### src/rtl/life_run_controller.sv
// life_run_controller
// Sequencer for the 4x4 Life array. On start it loads a seed pattern through
// the array's write port. It then issues single-generation step pulses every
// TICK_DIV clocks and stops on extinction, still life, period-2 oscillation or
// the generation limit.
// Optional feature: define LIFE_CTRL_PERIOD2_DETECT_EN to add the history
// register and the period-2 (code 11) stop condition.
module life_run_controller #(
    parameter int TICK_DIV = 4,
    parameter int GEN_W    = 8
) (
    input  logic             clk,
    input  logic             reset_n,
    input  logic             start,
    input  logic             abort,
    input  logic [15:0]      pattern,
    input  logic [GEN_W-1:0] gen_limit,
    input  logic [15:0]      alive,
    input  logic [15:0]      alive_prev,
    output logic [15:0]      val,
    output logic             write_enb,
    output logic             step,
    output logic             busy,
    output logic             done,
    output logic [1:0]       done_code,
    output logic [GEN_W-1:0] gen_count
);

    typedef enum logic [2:0] {
        S_IDLE,
        S_LOAD,
        S_GAP,
        S_STEP,
        S_CHECK,
        S_WAIT,
        S_DONE
    } state_t;

    localparam logic [1:0] CODE_LIMIT   = 2'b00;
    localparam logic [1:0] CODE_EXTINCT = 2'b01;
    localparam logic [1:0] CODE_STILL   = 2'b10;
    localparam logic [1:0] CODE_PERIOD2 = 2'b11;

    // Last WAIT count value. WAIT lasts TICK_DIV-2 cycles, so STEP-to-STEP
    // spacing is STEP + CHECK + WAIT = TICK_DIV. This value is unused when
    // TICK_DIV is 2.
    localparam logic [7:0] WAIT_LAST = 8'(TICK_DIV - 3);

    state_t           state;
    logic [GEN_W-1:0] limit_q;
    logic [7:0]       wait_cnt;
    logic             run_state;
    logic             limit_hit;
    logic             p2_hit;
    logic             stop_hit;
    logic [1:0]       stop_code;

    // The generation counter sticks at all-ones instead of wrapping.
    function automatic logic [GEN_W-1:0] sat_inc(input logic [GEN_W-1:0] v);
        return (&v) ? v : v + 1'b1;
    endfunction

    assign run_state = (state != S_IDLE) && (state != S_DONE);
    assign limit_hit = (limit_q != '0) && (gen_count == limit_q);

`ifdef LIFE_CTRL_PERIOD2_DETECT_EN
    logic [15:0] history;

    // Remember the generation before the previous one, captured at each CHECK.
    always_ff @(posedge clk or negedge reset_n) begin
        if (!reset_n) begin
            history <= '0;
        end else if (state == S_CHECK) begin
            history <= alive_prev;
        end
    end

    // History is only meaningful once two generations have been stepped.
    assign p2_hit = (alive == history) && (gen_count >= GEN_W'(2));
`else
    assign p2_hit = 1'b0;
`endif

    // Stop-condition evaluation in priority order; used only in CHECK.
    always_comb begin
        stop_hit  = 1'b1;
        stop_code = CODE_LIMIT;
        if (alive == 16'h0000) begin
            stop_code = CODE_EXTINCT;
        end else if (alive == alive_prev) begin
            stop_code = CODE_STILL;
        end else if (p2_hit) begin
            stop_code = CODE_PERIOD2;
        end else if (limit_hit) begin
            stop_code = CODE_LIMIT;
        end else begin
            stop_hit = 1'b0;
        end
    end

    // Run FSM. Strobes are registered and set on entry to the state that owns them.
    always_ff @(posedge clk or negedge reset_n) begin
        if (!reset_n) begin
            state     <= S_IDLE;
            val       <= '0;
            limit_q   <= '0;
            wait_cnt  <= '0;
            write_enb <= 1'b0;
            step      <= 1'b0;
            busy      <= 1'b0;
            done      <= 1'b0;
            done_code <= CODE_LIMIT;
            gen_count <= '0;
        end else if (abort && run_state) begin
            // Abort drops straight to IDLE: no done pulse, result registers untouched.
            state     <= S_IDLE;
            write_enb <= 1'b0;
            step      <= 1'b0;
            busy      <= 1'b0;
        end else begin
            case (state)
                S_IDLE: begin
                    if (start && !abort) begin
                        val       <= pattern;
                        limit_q   <= gen_limit;
                        gen_count <= '0;
                        write_enb <= 1'b1;
                        busy      <= 1'b1;
                        state     <= S_LOAD;
                    end
                end
                S_LOAD: begin
                    write_enb <= 1'b0;
                    state     <= S_GAP;
                end
                S_GAP: begin
                    step  <= 1'b1;
                    state <= S_STEP;
                end
                S_STEP: begin
                    step      <= 1'b0;
                    gen_count <= sat_inc(gen_count);
                    state     <= S_CHECK;
                end
                S_CHECK: begin
                    if (stop_hit) begin
                        done_code <= stop_code;
                        done      <= 1'b1;
                        busy      <= 1'b0;
                        state     <= S_DONE;
                    end else if (TICK_DIV == 2) begin
                        step  <= 1'b1;
                        state <= S_STEP;
                    end else begin
                        wait_cnt <= '0;
                        state    <= S_WAIT;
                    end
                end
                S_WAIT: begin
                    if (wait_cnt == WAIT_LAST) begin
                        step  <= 1'b1;
                        state <= S_STEP;
                    end else begin
                        wait_cnt <= wait_cnt + 1'b1;
                    end
                end
                S_DONE: begin
                    done  <= 1'b0;
                    state <= S_IDLE;
                end
                default: begin
                    state <= S_IDLE;
                end
            endcase
        end
    end

endmodule

### config.mk
export PLATFORM = sky130hd
export DESIGN_NAME = life_run_controller
export DESIGN_NICKNAME = d
export VERILOG_FILES = /design/src/rtl/life_run_controller.sv
export SDC_FILE = /design/constraint.sdc
export NUM_CORES = 1
export LEC_CHECK = 0
export CAP_MARGIN = 20
export CORE_ASPECT_RATIO = 0.8
export CORE_MARGIN = 10
export CORE_UTILIZATION = 46
export DETAILED_ROUTE_END_ITERATION = 16
export HOLD_SLACK_MARGIN = 0.08
export PLACE_DENSITY = 0.8
export SYNTH_ARGS = -nofsm -noshare
export SYNTH_HDL_FRONTEND = slang
export SYNTH_SLANG_ARGS = --single-unit
### constraint.sdc
create_clock -name clk -period 2.4 [get_ports clk]
set_input_delay 0.48 -clock clk [delete_from_list [all_inputs] [get_ports clk]]
set_output_delay 0.48 -clock clk [all_outputs]
set_load 0.02 [all_outputs]
==> results of run 1 <==
routing by layer:
| layer | up-vias | track usage [%] |
|---|---|---|
| li1 | 1253 | - |
| met5 | - | 0 |
| met3 | 6 | 7.92 |
| met1 | 1240 | 19.2 |
| met4 | 0 | 3.93 |
| met2 | 102 | 24.8 |
kinds of logic (layout without fill, tap and decap cells):
| group | count (synthesis) | in the layout |
|---|---|---|
| AO/OA/AOI/OAI | 54 | 54 |
| XOR/XNOR | 26 | 26 |
| adder cells (fa/ha/maj) | 3 | 3 |
| buffers and inverters | 16 | 114 |
| flip-flops | 49 | 49 |
| AND/OR/NAND/NOR | 156 | 156 |
area by class of cell:
type	instances	area (um2)	area share [%]
inverters	6	22.5	0.586
multi-input cells	239	1410	36.6
clock inverters	2	37.5	0.977
flip-flops and latches	49	1230	31.9
well taps	78	97.6	2.54
clock buffers	6	82.6	2.15
repair buffers	100	968	25.2
per-stage QoR:
step / instance area (um2) / setup WS, ps / total power (uW) / instances
5_1_grt: 3840 / 315 / 3090 / 480
3_5_place_dp: 3720 / 228 / 2300 / 472
2_1_floorplan: 2710 / 550 / 1800 / 304
6_report: 3840 / 394 / 2910 / 480
4_1_cts: 3840 / 382 / 2930 / 480
3_3_place_gp: 3720 / 256 / 2270 / 472
path summary, 6_finish.rpt:
| kind | from | to | slack (ps) | depth (start not counted) |
|---|---|---|---|---|
| max in group asynchronous | reset_n | limit_q[3] | 1710 | 2 |
| worst min-delay path | reset_n | wait_cnt[3] | 270 | 2 |
| worst max-delay path | gen_count[3] | gen_count[3] | 390 | 1 |
| worst max register to register | wait_cnt[1] | wait_cnt[7] | 450 | 7 |
| worst min register to register | val[0] | val[0] | 480 | 2 |
| min in group clk | val[0] | val[0] | 480 | 2 |
report_power, final:
part	internal, uW	leakage, uW	switching [uW]
registers	1040	0.000627	189
logic	528	0.00101	529
clock network	339	0.0000574	284
total	1900	0.00170	1000
state kept, by name, indices dropped and copies added (netlist names):
| signal | count |
|---|---|
| busy | 1 |
| done | 1 |
| done_code | 2 |
| gen_count | 8 |
| limit_q | 8 |
| state | 3 |
| step | 1 |
| val | 16 |
| wait_cnt | 8 |
| write_enb | 1 |
cell usage in the layout, fill, tap and decap left out, types with 2 or more instances in the layout:
| cell | count |
|---|---|
| a211o_1 | 2 |
| a211oi_1 | 2 |
| a21oi_1 | 10 |
| a31oi_1 | 6 |
| and2_1 | 2 |
| and3_1 | 5 |
| buf_4 | 11 |
| clkbuf_8 | 6 |
| clkdlybuf4s50_1 | 88 |
| dfrtp_1 | 49 |
| ha_1 | 3 |
| inv_1 | 6 |
| nand2_1 | 91 |
| nand3_1 | 5 |
| nand4_1 | 6 |
| nor2_1 | 18 |
| nor2_2 | 2 |
| nor2b_1 | 2 |
| nor3_1 | 2 |
| nor3b_1 | 2 |
| nor4_1 | 7 |
| o211ai_1 | 3 |
| o21ai_0 | 10 |
| o21bai_1 | 2 |
| o2bb2ai_1 | 2 |
| o31ai_1 | 3 |
| or4_1 | 5 |
| xnor2_1 | 21 |
| xor2_1 | 5 |
==> impl_metrics.json, run 1 <==
{
  "dieArea_um2": 9380,
  "worstSetupEndpointType": "output pin",
  "synth_edf_count": 0,
  "final_util_pct": 68.8,
  "cts_setup_buffers": 0,
  "io_buffers": 89,
  "synth_fa_ha_area_share_pct": 1.39,
  "hold_ws_ps": 272,
  "finalClockSkew_ps": 9.43,
  "antenna_found_initial": 0,
  "maxCapViolCount": 0,
  "ctsResizeCount": 0,
  "synthXorXnorAreaFrac_pct": 8.41,
  "hold_viol": 0,
  "viasPerCell": 5.42,
  "holdBufCountCts": 0,
  "cts_tree": "yes",
  "coreArea_um2": 5590,
  "p_per_area_nw_per_um2": 756,
  "netlist_instances": 304,
  "die_w_um": 106,
  "finalSetupViolations": 0,
  "yosysTopAreaCellShare_pct": 45.3,
  "cts_max_level": 2,
  "rows": 24,
  "wl_per_cell_um": 15.8,
  "synth_seq_cells": 49,
  "numCtsBuffers": 5,
  "peakVddDrop_uv": 390,
  "min_period_ps": 2010,
  "drtAntennaViolNets": 0,
  "drt-met1-wl_mm": 3.20,
  "max_freq_mhz": 498,
  "synth_seq_area_share_pct": 45.3,
  "grt_pass1_wl_mm": 12.2,
  "insertion_delay_ps": 300,
  "top_layer_used": "met4",
  "synth-simple-area-share_pct": 27.2,
  "fillCellCount": 451,
  "postSynth.asyncResetShare_pct": 100,
  "grt_overflow": 0,
  "required_ps": 1920,
  "status": "complete, no violations",
  "area_growth_pct": 41.8,
  "antennaDiodeCount": 0,
  "clockBufferDepth": 2,
  "critPathLaunchType": "flip-flop",
  "slowest_delay_ps": 680,
  "yosysUniqueCellTypes": 54,
  "path_buf_inv": 1,
  "worstMarginPinSlew_ps": 626,
  "synth_compound_area_share_pct": 15.0,
  "yosysMostFrequentCell": "nand2_1",
  "synth_area_um2": 2710,
  "met2_length_mm": 3.59,
  "grt_max_degree": 50,
  "maxSlewViolCount": 0,
  "num-nets-final": 464,
  "root_buffer": "clkbuf_8",
  "clkTransAtPathRegs_ps": 90,
  "crit_arrival_ps": 1530,
  "synth_commonest_cells": "91 x nand2_1, 49 x dfrtp_1, 21 x xnor2_1",
  "ios": 90,
  "post-route-period-util_pct": 83.6,
  "crit_fanout": 7,
  "dr_wl_met3_um": 733,
  "drt-initial-drc-count": 155,
  "hold_class": "input pin to asynchronous set/reset pin",
  "finalWirelength_mm": 7.58,
  "yosys_warnings": 0,
  "critPathKind": "flip-flop to output pin",
  "drt_pass1_iterations": 4,
  "synth_nets": 367,
  "synth_top_family_by_area": "simple AND/OR/NAND/NOR gates",
  "vias": 2601,
  "post-synth-top-area-cell": "dfrtp_1",
  "cts.sinks": 49,
  "grt_pass1_vias": 2548,
  "place.gp.congestion": 0.839,
  "drc": 0,
  "synth_top_flop_cell": "dfrtp_1",
  "fp.dieH_um": 88.6,
  "start_util_pct": 48.5,
  "setup_tns_ps": 0,
  "crit_slowest_cell": "clkdlybuf4s50_1",
  "avgSynthCellArea_um2": 8.91,
  "muxShareOfSynthArea_pct": 0,
  "synthTopCellsByArea": "dfrtp_1 45%, nand2_1 13%, xnor2_1 6.8%, nor2_1 2.5%, a21oi_1 1.8%",
  "grtUsageTotal_pct": 15.8,
  "place_hpwl_mm": 5.90,
  "rsz0062_at_grt": "false",
  "crit_chain": "clkdlybuf4s50_1",
  "relSlewSlack_pct": 58.3,
  "leakage_uw": 0.00170,
  "drive_above_1_share_pct": 8.21,
  "path_delay_family": "buffers and inverters"
}
Power figures use the tool's default switching activity.
==> inputs of run 2 (changes only) <==
--- a/config.mk
+++ b/config.mk
@@ -8,10 +8,10 @@
 export CAP_MARGIN = 20
 export CORE_ASPECT_RATIO = 0.8
 export CORE_MARGIN = 10
-export CORE_UTILIZATION = 46
+export CORE_UTILIZATION = 42
 export DETAILED_ROUTE_END_ITERATION = 16
 export HOLD_SLACK_MARGIN = 0.08
-export PLACE_DENSITY = 0.8
+export PLACE_DENSITY = 0.77
 export SYNTH_ARGS = -nofsm -noshare
 export SYNTH_HDL_FRONTEND = slang
 export SYNTH_SLANG_ARGS = --single-unit
==> constraint.sdc (replaced) <==
create_clock -name clk -period 1.8 [get_ports clk]
set_input_delay 0.36 -clock clk [delete_from_list [all_inputs] [get_ports clk]]
set_output_delay 0.36 -clock clk [all_outputs]
set_load 0.02 [all_outputs]
==> impl_metrics.json, run 2 (synthesis results as in run 1) <==
{
  "cts_tree": "yes",
  "antennaDiodeCount": 0,
  "start_util_pct": 42.9,
  "hold_viol": 0,
  "critPathKind": "flip-flop to flip-flop",
  "cts.sinks": 49,
  "critPathLaunchType": "flip-flop",
  "numCtsBuffers": 5,
  "ios": 90,
  "switchingPower_uw": 1460,
  "root_buffer": "clkbuf_8",
  "max_freq_mhz": 494,
  "finalClockSkew_ps": 3.01,
  "required_ps": 1990,
  "r2r-start": "limit_q[2]",
  "crit_fanout": 3,
  "power.share.switching_pct": 34.8,
  "drc": 0,
  "maxCapViolCount": 0,
  "final_cell_mix": "91 x nand2_1, 82 x clkdlybuf4s50_1, 47 x dfrtp_1, 47 x buf_4, 21 x xnor2_1",
  "p_per_area_nw_per_um2": 976,
  "clockBufferDepth": 2,
  "maxSlewViolCount": 0,
  "dieArea_um2": 10100,
  "grt_overflow": 0,
  "grtUsageTotal_pct": 16.6,
  "clkTransAtPathRegs_ps": 90,
  "dpl_cell_area_um2": 4060,
  "num-nets-final": 507,
  "hold_class": "flip-flop to flip-flop",
  "place_hpwl_mm": 6.58,
  "worstSetupEndpointType": "flip-flop",
  "place.gp.congestion": 0.811,
  "rows": 26,
  "finalSetupViolations": 14,
  "fp.dieH_um": 91.8,
  "leakage_uw": 0.00199,
  "crit_start": "limit_q[2]",
  "peakVddDrop_uv": 357,
  "insertion_delay_ps": 290,
  "power.total_uw": 4190,
  "viasPerCell": 5.26,
  "wl_per_cell_um": 15.9,
  "drt_pass1_iterations": 4,
  "largest-register": "val",
  "vias": 2779,
  "rsz0062_at_grt": "true",
  "drive_above_1_share_pct": 18.9,
  "p_seq_share_pct": 38.1,
  "final_util_pct": 68.0,
  "area_growth_pct": 58.4,
  "relSlewSlack_pct": 71.2,
  "io_buffers": 89,
  "layout_setup_ws_ps": -222,
  "largest_reg_flops": 16,
  "violations": "negative setup slack",
  "crit_arrival_ps": 2210,
  "drt-initial-drc-count": 151,
  "share_comb_of_total_power_pct": 43.5,
  "layout_commonest_cell": "nand2_1",
  "min_from": "val[6]",
  "cts_max_level": 2,
  "final_area_um2": 4290,
  "grt_pass1_vias": 2899,
  "worstMarginPinSlew_ps": 429,
  "p_clk_share_pct": 18.4,
  "fillCellCount": 499,
  "post-route-period-util_pct": 112,
  "intPower_uw": 2730,
  "status": "complete, but fails checks",
  "finalWirelength_mm": 8.41,
  "grt_pass1_wl_mm": 13.7,
  "coreArea_um2": 6310,
  "min_period_ps": 2020,
  "antenna_found_initial": 0,
  "die_w_um": 110,
  "grt_max_degree": 50,
  "drtAntennaViolNets": 0
}
run 2: cell types whose count changed in the layout (fill, tap and decap cells not counted), moves of 2 or more:
cell and change:
buf_4 +36, clkdlybuf4s50_1 -6, buf_12 +3, buf_6 +3, dlygate4sd2_1 +3, dlymetal6s2s_1 +3, dfrtp_1 -2, dfrtp_2 +2
ha_1 -2, ha_2 +2
run 2: stage by stage:
stage | setup WS, ps | instances | setup TNS, ps | hold WS, ps
after global routing | -280 | 528 | -3190 | 515
after floorplan | 11.4 | 304 | 0 | 64.4
after detailed placement | -378 | 515 | -4430 | 371
final | -222 | 528 | -1910 | 480
after global placement | -214 | 515 | -2740 | 366
after CTS | -181 | 526 | -1610 | 483
run 2: worst paths after layout:
kind / end / slack (ps) / cells after the start
max: state[1] / -220 / 6
min: val[6] / 480 / 2
max reg2reg: state[1] / -220 / 6
min reg2reg: val[6] / 480 / 2
max in group asynchronous: gen_count[3] / 980 / 3
min in group asynchronous: wait_cnt[3] / 570 / 3
run 2: final cells by class:
class / instances / area, um2 / area share (%)
multi-input cells: 239 / 1480 / 34.6
repair buffers: 143 / 1350 / 31.4
well taps: 84 / 105 / 2.45
clock inverters: 2 / 35.0 / 0.817
inverters: 6 / 22.5 / 0.525
flip-flops and latches: 49 / 1230 / 28.6
clock buffers: 5 / 68.8 / 1.60
run 2: repair_timing:
item / CTS / global route
setup endpoints to repair: 20 / 22
hold endpoints to repair: 49 / 0
setup buffers: 3 / 2
hold buffers: 1 / 0
pin swaps: 10 / 4
resized for setup: 11 / 10
run 2: per-layer routing:
layer / track usage, % / wire length (um)
met1: 20.8 / 3530
met2: 26.7 / 4070
met3: 5.45 / 739
met4: 4.33 / 79
met5: 0 / 0
run 2: power by group through the flow:
stage	combinational [uW]	clock, uW	sequential [uW]
final	1820	770	1590
after global routing	1980	837	1630
after CTS	1800	788	1590
after detailed placement	1740	0	1600
after global placement	1690	0	1580
after floorplan	620	0	1790
run 2: worst max-delay path: stages, from the launching register on:
cell     delay [ps]
dfrtp_1         410
buf_4           140
or4_4           500
o22ai_4         230
o31ai_4         120
or2_1           260
a211o_1         260
